### src/rtl/multi_alarm_ctrl.sv
// multi_alarm_ctrl
//   N-channel alarm controller for the digital clock. Each slot stores a BCD
//   HH:MM time and an arm bit. A channel starts ringing on the 1 Hz tick at
//   second 00 of a matching minute. It can then be snoozed a limited number of
//   times or dismissed. If nobody answers it, it times out and sets a sticky
//   missed flag. A shared LED blinks while any channel rings.
//
// Ports
//   clk, rst          system clock, asynchronous active-high reset
//   tick_1hz          one-clk pulse per second
//   cur_time, cur_sec running BCD time {HH,MM} and seconds
//   alarm_en          global enable; low forces every channel idle
//   wr_en/wr_idx/     program one slot (time + arm); also forces that
//   wr_time/wr_arm    channel idle
//   dismiss, snooze,  one-clk button pulses acting on all channels
//   missed_clr
//   rd_idx/rd_time/   combinational slot readback
//   rd_arm
//   ringing, snoozed, per-channel status (registered state)
//   missed
//   any_ring,         summary of ringing, lowest ringing index,
//   ring_idx,         0.5 Hz blink while ringing
//   alarm_led
module multi_alarm_ctrl #(
    parameter int N_ALARMS   = 4,
    parameter int SNOOZE_MIN = 5,
    parameter int SNOOZE_MAX = 3,
    parameter int RING_TO_S  = 60,
    localparam int IW = (N_ALARMS > 1) ? $clog2(N_ALARMS) : 1
) (
    input  logic                clk,
    input  logic                rst,
    input  logic                tick_1hz,
    input  logic [15:0]         cur_time,
    input  logic [7:0]          cur_sec,
    input  logic                alarm_en,
    input  logic                wr_en,
    input  logic [IW-1:0]       wr_idx,
    input  logic [15:0]         wr_time,
    input  logic                wr_arm,
    input  logic                dismiss,
    input  logic                snooze,
    input  logic                missed_clr,
    input  logic [IW-1:0]       rd_idx,
    output logic [15:0]         rd_time,
    output logic                rd_arm,
    output logic [N_ALARMS-1:0] ringing,
    output logic [N_ALARMS-1:0] snoozed,
    output logic [N_ALARMS-1:0] missed,
    output logic                any_ring,
    output logic [IW-1:0]       ring_idx,
    output logic                alarm_led
);

    localparam int RELOAD = SNOOZE_MIN * 60;
    localparam int SW = ($clog2(RELOAD + 1)    > 0) ? $clog2(RELOAD + 1)    : 1;
    localparam int RW = ($clog2(RING_TO_S + 1) > 0) ? $clog2(RING_TO_S + 1) : 1;
    localparam int UW = ($clog2(SNOOZE_MAX + 1) > 0) ? $clog2(SNOOZE_MAX + 1) : 1;

    typedef enum logic [1:0] {
        IDLE    = 2'd0,
        RINGING = 2'd1,
        SNOOZED = 2'd2
    } ch_state_t;

    logic [15:0]         slot_time [N_ALARMS];
    logic [N_ALARMS-1:0] slot_arm;
    logic [N_ALARMS-1:0] wr_sel;

    for (genvar g = 0; g < N_ALARMS; g++) begin : g_ch
        ch_state_t     state;
        logic [RW-1:0] ring_cnt;
        logic [SW-1:0] snz_cnt;
        logic [UW-1:0] uses;
        logic          miss;
        logic          match;
        logic          timeout;

        assign wr_sel[g] = wr_en && (wr_idx == IW'(g));

        // Trigger uses the slot contents from before any write this cycle;
        // a write to this slot overrides the trigger anyway.
        assign match = tick_1hz && slot_arm[g] && (cur_time == slot_time[g])
                       && (cur_sec == 8'h00);

        // A timeout only counts when nothing of higher priority acts on the
        // channel this cycle, so a snooze on the timeout tick suppresses missed.
        assign timeout = alarm_en && !wr_sel[g] && !dismiss && !snooze
                         && tick_1hz && (state == RINGING)
                         && (ring_cnt == RW'(RING_TO_S - 1));

        always_ff @(posedge clk or posedge rst) begin
            if (rst) begin
                slot_time[g] <= 16'h0000;
                slot_arm[g]  <= 1'b0;
            end else if (wr_sel[g]) begin
                slot_time[g] <= wr_time;
                slot_arm[g]  <= wr_arm;
            end
        end

        always_ff @(posedge clk or posedge rst) begin
            if (rst) begin
                state    <= IDLE;
                ring_cnt <= '0;
                snz_cnt  <= '0;
                uses     <= '0;
            end else if (!alarm_en || wr_sel[g]) begin
                state <= IDLE;
            end else begin
                case (state)
                    IDLE: begin
                        if (match) begin
                            state    <= RINGING;
                            ring_cnt <= '0;
                            uses     <= '0;
                        end
                    end
                    RINGING: begin
                        if (dismiss) begin
                            state <= IDLE;
                        end else if (snooze) begin
                            // Out of snoozes: the press behaves like dismiss.
                            if (uses < UW'(SNOOZE_MAX)) begin
                                state   <= SNOOZED;
                                uses    <= uses + 1'b1;
                                snz_cnt <= SW'(RELOAD);
                            end else begin
                                state <= IDLE;
                            end
                        end else if (tick_1hz) begin
                            if (timeout) begin
                                state <= IDLE;
                            end else begin
                                ring_cnt <= ring_cnt + 1'b1;
                            end
                        end
                    end
                    SNOOZED: begin
                        if (dismiss) begin
                            state <= IDLE;
                        end else if (tick_1hz) begin
                            if (snz_cnt <= SW'(1)) begin
                                state    <= RINGING;
                                ring_cnt <= '0;
                                snz_cnt  <= '0;
                            end else begin
                                snz_cnt <= snz_cnt - 1'b1;
                            end
                        end
                    end
                    default: state <= IDLE;
                endcase
            end
        end

        // Sticky missed flag; a new timeout beats a simultaneous clear.
        always_ff @(posedge clk or posedge rst) begin
            if (rst) begin
                miss <= 1'b0;
            end else if (timeout) begin
                miss <= 1'b1;
            end else if (missed_clr) begin
                miss <= 1'b0;
            end
        end

        assign ringing[g] = (state == RINGING);
        assign snoozed[g] = (state == SNOOZED);
        assign missed[g]  = miss;
    end

    always_comb begin
        rd_time = 16'h0000;
        rd_arm  = 1'b0;
        for (int i = 0; i < N_ALARMS; i++) begin
            if (rd_idx == IW'(i)) begin
                rd_time = slot_time[i];
                rd_arm  = slot_arm[i];
            end
        end
    end

    assign any_ring = |ringing;

    // Scan from the top so the lowest ringing index wins.
    always_comb begin
        ring_idx = '0;
        for (int i = N_ALARMS - 1; i >= 0; i--) begin
            if (ringing[i]) begin
                ring_idx = IW'(i);
            end
        end
    end

    // Toggles once per second while ringing, giving a 0.5 Hz blink.
    always_ff @(posedge clk or posedge rst) begin
        if (rst) begin
            alarm_led <= 1'b0;
        end else if (!any_ring) begin
            alarm_led <= 1'b0;
        end else if (tick_1hz) begin
            alarm_led <= ~alarm_led;
        end
    end

endmodule

### config.mk
export PLATFORM = sky130hd
export DESIGN_NAME = multi_alarm_ctrl
export DESIGN_NICKNAME = d
export VERILOG_FILES = /design/src/rtl/multi_alarm_ctrl.sv
export SDC_FILE = /design/constraint.sdc
export NUM_CORES = 1
export LEC_CHECK = 0
export BUFFER_PORTS_ARGS = -buffer_cell sky130_fd_sc_hd__buf_4
export CAP_MARGIN = 20
export CORE_ASPECT_RATIO = 1.25
export CORE_MARGIN = 5
export CORE_UTILIZATION = 60
export CTS_CLUSTER_DIAMETER = 60
export DETAILED_ROUTE_END_ITERATION = 8
export GPL_ROUTABILITY_DRIVEN = 0
export MAX_ROUTING_LAYER = met4
export PLACE_DENSITY = 0.87
export REMOVE_ABC_BUFFERS = 1
export SLEW_MARGIN = 15
export SYNTH_ARGS = -nofsm -noshare
export SYNTH_HDL_FRONTEND = slang
export SYNTH_SLANG_ARGS = --single-unit
export TNS_END_PERCENT = 30
### constraint.sdc
create_clock -name clk -period 6.4 [get_ports clk]
set_clock_uncertainty 0.1 [all_clocks]
set_input_delay 1.28 -clock clk [delete_from_list [all_inputs] [get_ports clk]]
set_output_delay 1.28 -clock clk [all_outputs]
set_load 0.02 [all_outputs]
==> results of run 1 <==
[final timing paths]
| check | from | endpoint | depth (start not counted) |
|---|---|---|---|
| min in group asynchronous | rst | g_ch[0].snz_cnt[1]$_DFFE_PP0P_ | 2 |
| worst max register to register | slot_time[43]$_DFFE_PP0P_ | g_ch[1].ring_cnt[0]$_DFFE_PP0P_ | 6 |
| worst max-delay path | rd_idx[0] | rd_arm | 3 |
| worst min register to register | g_ch[1].ring_cnt[5]$_DFFE_PP0P_ | g_ch[1].ring_cnt[5]$_DFFE_PP0P_ | 1 |
| worst min-delay path | g_ch[1].ring_cnt[5]$_DFFE_PP0P_ | g_ch[1].ring_cnt[5]$_DFFE_PP0P_ | 1 |
| max in group asynchronous | rst | slot_time[53]$_DFFE_PP0P_ | 4 |
[synthesized netlist by cell type (all sizes together), types with 5 or more instances]
cell	number
nand2	48
a21oi	38
and3	7
or4	5
o31ai	12
buf	10
nor2	63
o21ai	52
a22o	5
mux4	17
or2	6
and2	8
ha	16
o211ai	5
o22a	6
mux2	72
nand3	19
o22ai	8
dfrtp	149
nor3	30
o41ai	5
nor4	20
xnor2	49
nand2b	16
a21o	9
inv	33
nand4	18
or3	10
xor2	16
clkbuf	31
[sequential cells by signal (all words and copies together) (netlist names)]
signal and cells:
slot_arm 4, g_ch.state 8, g_ch.miss 4, g_ch.snz_cnt 36, alarm_led 1, g_ch.ring_cnt 24
g_ch.uses 8, slot_time 64
[cell usage in the layout, fill, tap and decap left out, types with 18 or more instances in the layout]
| master | instances |
|---|---|
| mux2_2 | 72 |
| nand3_1 | 19 |
| nor2_1 | 63 |
| buf_4 | 90 |
| o21ai_0 | 52 |
| dfrtp_1 | 149 |
| a21oi_1 | 37 |
| nand2_1 | 48 |
| inv_1 | 32 |
| xnor2_1 | 49 |
| nor3_1 | 30 |
| nand4_1 | 18 |
| nor4_1 | 20 |
[per-layer routing]
metal  share of wire [%]  global-route usage [%]  vias up
li1                    -                       -     3210
met1                  38                   32.76     3511
met2                  52                   46.69      304
met3                 7.5                   6.024       53
met4                 2.5                   10.08        0
met5                   0                       -        -
[area by class of cell]
| class | count | share of cell area (%) |
|---|---|---|
| Multi-Input combinational cell | 615 | 45.65 |
| Sequential cell | 149 | 37.66 |
| Timing Repair Buffer | 91 | 7.103 |
| Clock buffer | 19 | 4.474 |
| Tap cell | 175 | 2.212 |
| Clock inverter | 13 | 1.593 |
| Inverter | 33 | 1.302 |
[stage by stage]
step	hold slack, ps	std cells
after detailed placement	370.5	1062
after global placement	370.0	1062
final	388.1	1095
after floorplan	349.7	797
after global routing	408.4	1095
after CTS	386.5	1094
[cell families (layout without fill, tap and decap cells)]
family	Yosys count	after routing	share of synthesized area (%)
flip-flops	149	149	43.68
buffers and inverters	74	156	3.444
AND/OR/NAND/NOR	269	269	16.52
XOR/XNOR	65	65	6.669
AO/OA/AOI/OAI	175	175	13.25
multiplexers	90	90	14.10
adder cells (fa/ha/maj)	16	16	2.345
[power by group]
part	switching [mW]	total (mW)	internal, mW
registers	0.116	1.16	1.04
logic	0.237	0.492	0.255
clock network	0.401	1.02	0.620
total	0.754	2.67	1.92
==> results.sh, run 1 <==
export IMPL_status="completed"
export IMPL_synthTopCellsByArea="dfrtp_1, mux2_2, xnor2_1"
export IMPL_worstPathMaxFanout=17
export IMPL_dp_hpwl_um=15320
export IMPL_syn_area_um2=8537
export IMPL_yosys_cell_types_count=63
export IMPL_path_delay_family="multiplexers"
export IMPL_firstDrtPassIters=6
export IMPL_multiInputGateArea_um2=4519
export IMPL_drt_iter0_drc=540
export IMPL_grt_max_degree=118
export IMPL_worst_ir_drop_vdd_mv=0.2578
export IMPL_worstPathArrival_ps=2320
export IMPL_yosysTopAreaCell="dfrtp_1"
export IMPL_synthCells=838
export IMPL_maxSlewHeadroom_pct=40.79
export IMPL_num_vias=7078
export IMPL_tritoncts="built"
export IMPL_drive_gt1_share_pct=24.35
export IMPL_end_kind="primary output"
export IMPL_yosysWarnings=0
export IMPL_grt_use_total_pct=27.78
export IMPL_pre_cts_slack_ps=2657
export IMPL_placed_cell_area_um2=9271
export IMPL_nFillCells=962
export IMPL_power_leakage_nw=4.284
export IMPL_clk_latency_ps=430
export IMPL_synth_avg_cell_area_um2=10.19
export IMPL_rsz0062_at_grt="false"
export IMPL_hold_buffers=0
export IMPL_fin_area_um2=9899
export IMPL_period_needed_ps=3703
export IMPL_die_y_um=143.4
export IMPL_synth_seq_cells=149
export IMPL_power_mw=2.671
export IMPL_final_hold_viol_count=0
export IMPL_ys_seq_area_share_pct=43.68
export IMPL_finalMaxSlewViolations=0
export IMPL_seqCellArea_um2=3729
export IMPL_setup_ws_ps=2697
export IMPL_cts_resized=0
export IMPL_root_buffer="clkbuf_16"
export IMPL_drc=0
export IMPL_worstMarginPinSlew_ps=880.0
export IMPL_drv_cap=0
export IMPL_hold_class="reg2reg"
export IMPL_io_pins=86
export IMPL_grt_overflow_total=0
export IMPL_ctsLongestPathBuffers=2
export IMPL_cts_sinks=149
export IMPL_rrSetupSlack_ps=3620
export IMPL_synth_top_area_share_pct=43.68
export IMPL_io_buffers=85
export IMPL_wl_um=21900
export IMPL_ys_flop_type="dfrtp_1"
export IMPL_postLayoutCoreUtil_pct=71.36
export IMPL_grt_pass1_wl_um=35290
export IMPL_synth_edff_count=0
export IMPL_core_um2=13870
export IMPL_setup_tns_ps=0
export IMPL_pwr_density_cell_nw_per_um2=269.8
export IMPL_num_nets_final=976
export IMPL_numCtsBuffers=17
export IMPL_crit_path_start_kind="input pin"
export IMPL_initial_core_util_pct=61.53
export IMPL_crit_required_ps=5020
export IMPL_wl_per_cell_um=20.00
export IMPL_path_cells="buf_4 -> mux4_2 -> buf_4"
export IMPL_fin_crit_sh_pct=57.86
export IMPL_critPathKind="in2out"
export IMPL_cp_slowest_cell="mux4_2"
export IMPL_die_area_um2=16730
export IMPL_viasPerCell=6.464
export IMPL_path_clk_slew_ps=60
export IMPL_area_delta_synth_final_pct=15.96
export IMPL_grt_pass1_vias=7117
export IMPL_async_reset_ff_share_pct=100.0
export IMPL_diodes=0
export IMPL_htreeDepth=4
export IMPL_critical_path_max_stage_delay_ps=570
export IMPL_post_cts_buffers=0
export IMPL_crit_buf_inv=2
export IMPL_setup_viol=0
export IMPL_cp_common_cell="buf_4"
export IMPL_die_w_um=116.7
export IMPL_fmax_mhz=270.0
export IMPL_ant_nets=0
export IMPL_antenna_found_initial=0
export IMPL_fp_row_count=48
(Power assumes the default switching activity.)
==> run 2, diff against run 1 <==
==> constraint.sdc (replaced) <==
create_clock -name clk -period 3.5 [get_ports clk]
set_clock_uncertainty 0.1 [all_clocks]
set_input_delay 0.7 -clock clk [delete_from_list [all_inputs] [get_ports clk]]
set_output_delay 0.7 -clock clk [all_outputs]
set_load 0.02 [all_outputs]
==> run 2 against run 1 <==
First-iteration DRC count is 27% higher. Core utilization is 0.30 points lower. Worst setup slack worse by 2000 ps.
==> results.sh, run 2 (synthesized netlist as in run 1, its figures left out) <==
export IMPL_status="completed"
export IMPL_setup_ws_ps=675.4
export IMPL_grt_use_total_pct=28.11
export IMPL_fmax_mhz=354.0
export IMPL_num_nets_final=979
export IMPL_grt_pass1_vias=7175
export IMPL_die_w_um=116.7
export IMPL_postLayoutCoreUtil_pct=71.06
export IMPL_timing_rr_start="g_ch[1].state[1]$_DFFE_PP0P_"
export IMPL_fp_row_count=48
export IMPL_setup_tns_ps=0
export IMPL_fin_crit_sh_pct=80.70
export IMPL_hold_buffers=0
export IMPL_grt_overflow_total=0
export IMPL_num_vias=7127
export IMPL_seqPwrFrac_pct=44.4
export IMPL_numCtsBuffers=17
export IMPL_core_um2=13870
export IMPL_drc=0
export IMPL_grt_max_degree=87
export IMPL_whs_ps=311.9
export IMPL_worstPathMaxFanout=11
export IMPL_finalMaxSlewViolations=0
export IMPL_wl_per_cell_um=19.99
export IMPL_firstDrtPassIters=8
export IMPL_clockPowerShare_pct=36.1
export IMPL_rsz0062_at_grt="false"
export IMPL_drv_cap=0
export IMPL_initial_core_util_pct=61.53
export IMPL_cts_sinks=149
export IMPL_ant_nets=0
export IMPL_io_pins=86
export IMPL_p_comb_share_pct=19.5
export IMPL_wl_um=21950
export IMPL_root_buffer="clkbuf_16"
export IMPL_cts_resized=0
export IMPL_p_switching_mw=1.367
export IMPL_end_kind="primary output"
export IMPL_power_leakage_nw=4.281
export IMPL_rrSetupSlack_ps=800
export IMPL_layout_common_cells="dfrtp_1, buf_4, mux2_2, nor2_1, o21ai_0"
export IMPL_pwr_density_cell_nw_per_um2=478.1
export IMPL_diodes=0
export IMPL_path_clk_slew_ps=60
export IMPL_io_buffers=85
export IMPL_tritoncts="built"
export IMPL_worstMarginPinSlew_ps=780.8
export IMPL_maxSlewHeadroom_pct=47.47
export IMPL_top_regs="slot_time x64, g_ch.snz_cnt x36, g_ch.ring_cnt x24"
export IMPL_htreeDepth=4
export IMPL_drt_iter0_drc=685
export IMPL_crit_required_ps=2700
export IMPL_ctsLongestPathBuffers=2
export IMPL_critical_path_max_stage_delay_ps=510
export IMPL_path_cells="nand2b_1 -> inv_1 -> a211oi_1 -> buf_4"
export IMPL_die_y_um=143.4
export IMPL_r2r_end="g_ch[1].snz_cnt[6]$_DFFE_PP0P_"
export IMPL_critPathKind="reg2out"
export IMPL_area_delta_synth_final_pct=15.48
export IMPL_die_area_um2=16730
export IMPL_viasPerCell=6.491
export IMPL_cp_slowest_cell="dfrtp_1"
export IMPL_regMostFlops="slot_time"
export IMPL_hold_class="in2async"
export IMPL_clk_latency_ps=430
export IMPL_antenna_found_initial=0
export IMPL_worstPathArrival_ps=2020
export IMPL_pre_cts_slack_ps=450.6
export IMPL_post_cts_buffers=0
export IMPL_switching_share_pct=29.00
export IMPL_largest_reg_flops=64
export IMPL_p_int_mw=3.347
export IMPL_crit_path_start_kind="register"
export IMPL_drive_gt1_share_pct=24.49
export IMPL_setup_viol=0
export IMPL_worst_ir_drop_vdd_mv=0.3993
export IMPL_final_hold_viol_count=0
export IMPL_dp_hpwl_um=15530
export IMPL_period_needed_ps=2825
export IMPL_grt_pass1_wl_um=35780
export IMPL_layout_commonest_cell="dfrtp_1"
export IMPL_r2r_cells=6
-- run 2: stage by stage --
stage | instances | instance area [um2] | power, mW
after floorplan | 797 | 8367 | 2.667
after global placement | 1066 | 9314 | 2.976
after detailed placement | 1066 | 9314 | 3.019
after CTS | 1098 | 9858 | 4.720
after global routing | 1098 | 9858 | 4.889
final | 1098 | 9858 | 4.714
-- run 2: how the worst max path moves through the flow --
stage	start	to
2_1_floorplan	rst	alarm_led$_DFFE_PP0P_
3_3_place_gp	cur_sec[3]	g_ch[0].ring_cnt[0]$_DFFE_PP0P_
3_5_place_dp	cur_sec[3]	g_ch[0].ring_cnt[5]$_DFFE_PP0P_
4_1_cts	g_ch[1].state[1]$_DFFE_PP0P_	ring_idx[1]
5_1_grt	g_ch[1].state[1]$_DFFE_PP0P_	ring_idx[1]
6_report	g_ch[1].state[1]$_DFFE_PP0P_	ring_idx[1]
-- run 2: metal layers --
layer  vias to the layer above  share of wire (%)  global-route usage, %
met5                         -                  0                      -
met4                         0                2.9                  11.35
met3                        58                6.6                  4.971
met2                       309                 52                  47.74
met1                      3535                 38                  32.91
li1                       3225                  -                      -
-- run 2: cell type report --
type	count	area (um2)
sequential	149	3729
fill	959	4015
multi-input combinational	615	4519
clock buffer	19	432.9
clock inverter	13	111.4
tap	175	219.0
timing repair buffer	94	718.2
inverter	33	128.9
-- run 2: power groups by stage --
| stage | sequential [mW] | clock [mW] | combinational, mW |
|---|---|---|---|
| final | 2.09 | 1.70 | 0.920 |
| after global routing | 2.11 | 1.79 | 0.990 |
| after global placement | 2.10 | 0 | 0.879 |
| after detailed placement | 2.11 | 0 | 0.905 |
| after CTS | 2.09 | 1.71 | 0.922 |
| after floorplan | 2.06 | 0 | 0.608 |
-- run 2: worst max-delay path, delay by kind of cell (launching register included) --
family          cells  cell delay (ps)
flops               1              510
simple gates        1              420
buf+inv             2              410
compound gates      1              260
==> run 3, diff against run 2 <==
==> constraint.sdc (replaced) <==
create_clock -name clk -period 2.82 [get_ports clk]
set_clock_uncertainty 0.1 [all_clocks]
set_input_delay 0.564 -clock clk [delete_from_list [all_inputs] [get_ports clk]]
set_output_delay 0.564 -clock clk [all_outputs]
set_load 0.02 [all_outputs]
==> run 3 against run 2 <==
Global-route usage rose by 1.8 points. Non-clock buffer count is 14 higher. Design area up 1.4%. First-iteration DRC count grew 5.5%. Core utilization up 1.0 points. Sequential share of layout area fell by 0.53 points. Worst setup slack lost 410 ps. Routed wire length up 4.0%. Highest routed layer unchanged. Critical path depth up 1.
==> results.sh, run 3 (synthesized netlist as in run 1, its figures left out) <==
export IMPL_r2r_cells=5
export IMPL_cts_sinks=149
export IMPL_antenna_found_initial=0
export IMPL_diodes=0
export IMPL_grt_overflow_total=0
export IMPL_nFillCells=946
export IMPL_clk_latency_ps=430
export IMPL_layout_commonest_cell="dfrtp_1"
export IMPL_worst_ir_drop_vdd_mv=0.4566
export IMPL_numCtsBuffers=17
export IMPL_fmax_mhz=391.4
export IMPL_pre_cts_slack_ps=-69.61
export IMPL_firstDrtPassIters=5
export IMPL_setup_viol=0
export IMPL_grt_pass1_vias=7255
export IMPL_setup_ws_ps=265.2
export IMPL_grt_use_total_pct=29.90
export IMPL_core_um2=13870
export IMPL_status="completed"
export IMPL_multiInputGateArea_um2=4522
export IMPL_path_clk_slew_ps=60
export IMPL_fin_crit_sh_pct=90.60
export IMPL_p_int_mw=4.223
export IMPL_crit_required_ps=3030
export IMPL_maxSlewHeadroom_pct=56.23
export IMPL_worstPathMaxFanout=7
export IMPL_power_leakage_nw=4.354
export IMPL_seqPwrFrac_pct=43.4
export IMPL_finalMaxSlewViolations=0
export IMPL_crit_path_start_kind="register"
export IMPL_htreeDepth=4
export IMPL_die_area_um2=16730
export IMPL_rsz0062_at_grt="false"
export IMPL_num_nets_final=993
export IMPL_area_delta_synth_final_pct=17.12
export IMPL_final_hold_viol_count=0
export IMPL_largest_reg_flops=64
export IMPL_seqCellArea_um2=3729
export IMPL_critPathKind="reg2reg"
export IMPL_grt_max_degree=61
export IMPL_grt_pass1_wl_um=37670
export IMPL_drive_gt1_share_pct=25.93
export IMPL_pwr_density_cell_nw_per_um2=599.2
export IMPL_die_y_um=143.4
export IMPL_io_buffers=85
export IMPL_worstMarginPinSlew_ps=655.9
export IMPL_drc=0
export IMPL_power_mw=5.991
export IMPL_die_w_um=116.7
export IMPL_regMostFlops="slot_time"
export IMPL_layout_common_cells="dfrtp_1, buf_4, mux2_2, nor2_1, o21ai_0"
export IMPL_post_layout_nonfiller_instances=1112
export IMPL_top_regs="slot_time x64, g_ch.snz_cnt x36, g_ch.ring_cnt x24"
export IMPL_hold_class="in2async"
export IMPL_ant_nets=0
export IMPL_drt_iter0_drc=723
export IMPL_root_buffer="clkbuf_16"
export IMPL_wl_per_cell_um=20.53
export IMPL_dp_hpwl_um=16100
export IMPL_initial_core_util_pct=61.53
export IMPL_p_comb_share_pct=19.4
export IMPL_io_pins=86
export IMPL_ctsLongestPathBuffers=2
export IMPL_drv_cap=0
export IMPL_clockPowerShare_pct=37.1
export IMPL_period_needed_ps=2555
export IMPL_p_switching_mw=1.768
export IMPL_worstPathArrival_ps=2760
export IMPL_tritoncts="built"
export IMPL_wl_um=22830
export IMPL_end_kind="register"
export IMPL_num_vias=7247
export IMPL_dp_cells=1080
export IMPL_viasPerCell=6.517
export IMPL_fp_row_count=48
export IMPL_switching_share_pct=29.51
## run 3: metrics by stage
step | TNS (ps) | area (um2) | util [%] | hold slack (ps)
2_1_floorplan | -276880 | 8367 | - | 349.7
3_3_place_gp | 0 | 9419 | 67.89 | 361.9
3_5_place_dp | -247.1 | 9419 | 67.89 | 373.4
4_1_cts | 0 | 9996 | 72.05 | 122.0
5_1_grt | 0 | 9998 | 72.07 | 144.2
6_report | 0 | 9998 | 72.07 | 96.87
## run 3: what timing repair did
action	4_1_cts	5_1_grt
gates resized for setup	0	1
buffers inserted	0	0
hold buffers	0	0
setup endpoints to repair	0	1
hold endpoints to repair	0	0
## run 3: final timing paths
path / to / from / slack, ps
worst max-delay path: g_ch[0].ring_cnt[3]$_DFFE_PP0P_ / g_ch[0].snz_cnt[5]$_DFFE_PP0P_ / 270
worst min-delay path: g_ch[0].snz_cnt[0]$_DFFE_PP0P_ / rst / 100
worst max register to register: g_ch[0].ring_cnt[3]$_DFFE_PP0P_ / g_ch[0].snz_cnt[5]$_DFFE_PP0P_ / 270
worst min register to register: g_ch[3].snz_cnt[7]$_DFFE_PP0P_ / g_ch[3].snz_cnt[7]$_DFFE_PP0P_ / 380
max in group asynchronous: g_ch[3].snz_cnt[6]$_DFFE_PP0P_ / rst / 1760
min in group clk: g_ch[0].miss$_DFFE_PP0P_ / missed_clr / 280
## run 3: routing by layer
metal | global-route usage (%) | vias up | wire length (um)
met3 | 5.813 | 84 | 1585
met1 | 36.09 | 3558 | 8721
met5 | - | - | 0
li1 | - | 3253 | -
met4 | 13.35 | 0 | 969
met2 | 48.61 | 352 | 11560
## run 3: power groups by stage
stage	sequential, mW	combinational [mW]	clock, mW
after floorplan	2.56	0.754	0
after global placement	2.60	1.10	0
after detailed placement	2.62	1.14	0
after CTS	2.59	1.16	2.24
after global routing	2.62	1.26	2.34
final	2.60	1.16	2.22
## run 3: critical path, cell delays in order (launching register included)
cell	delay, ps
dfrtp_1	430
or4_4	580
nor4b_4	300
a21oi_2	90
or4_1	700
o22a_1	240
## run 3: cell type report
class	instances	area share (%)
Multi-Input combinational cell	615	45.23
Sequential cell	149	37.29
Timing Repair Buffer	108	8.234
Clock buffer	19	4.530
Tap cell	175	2.190
Inverter	33	1.289
Clock inverter	13	1.239
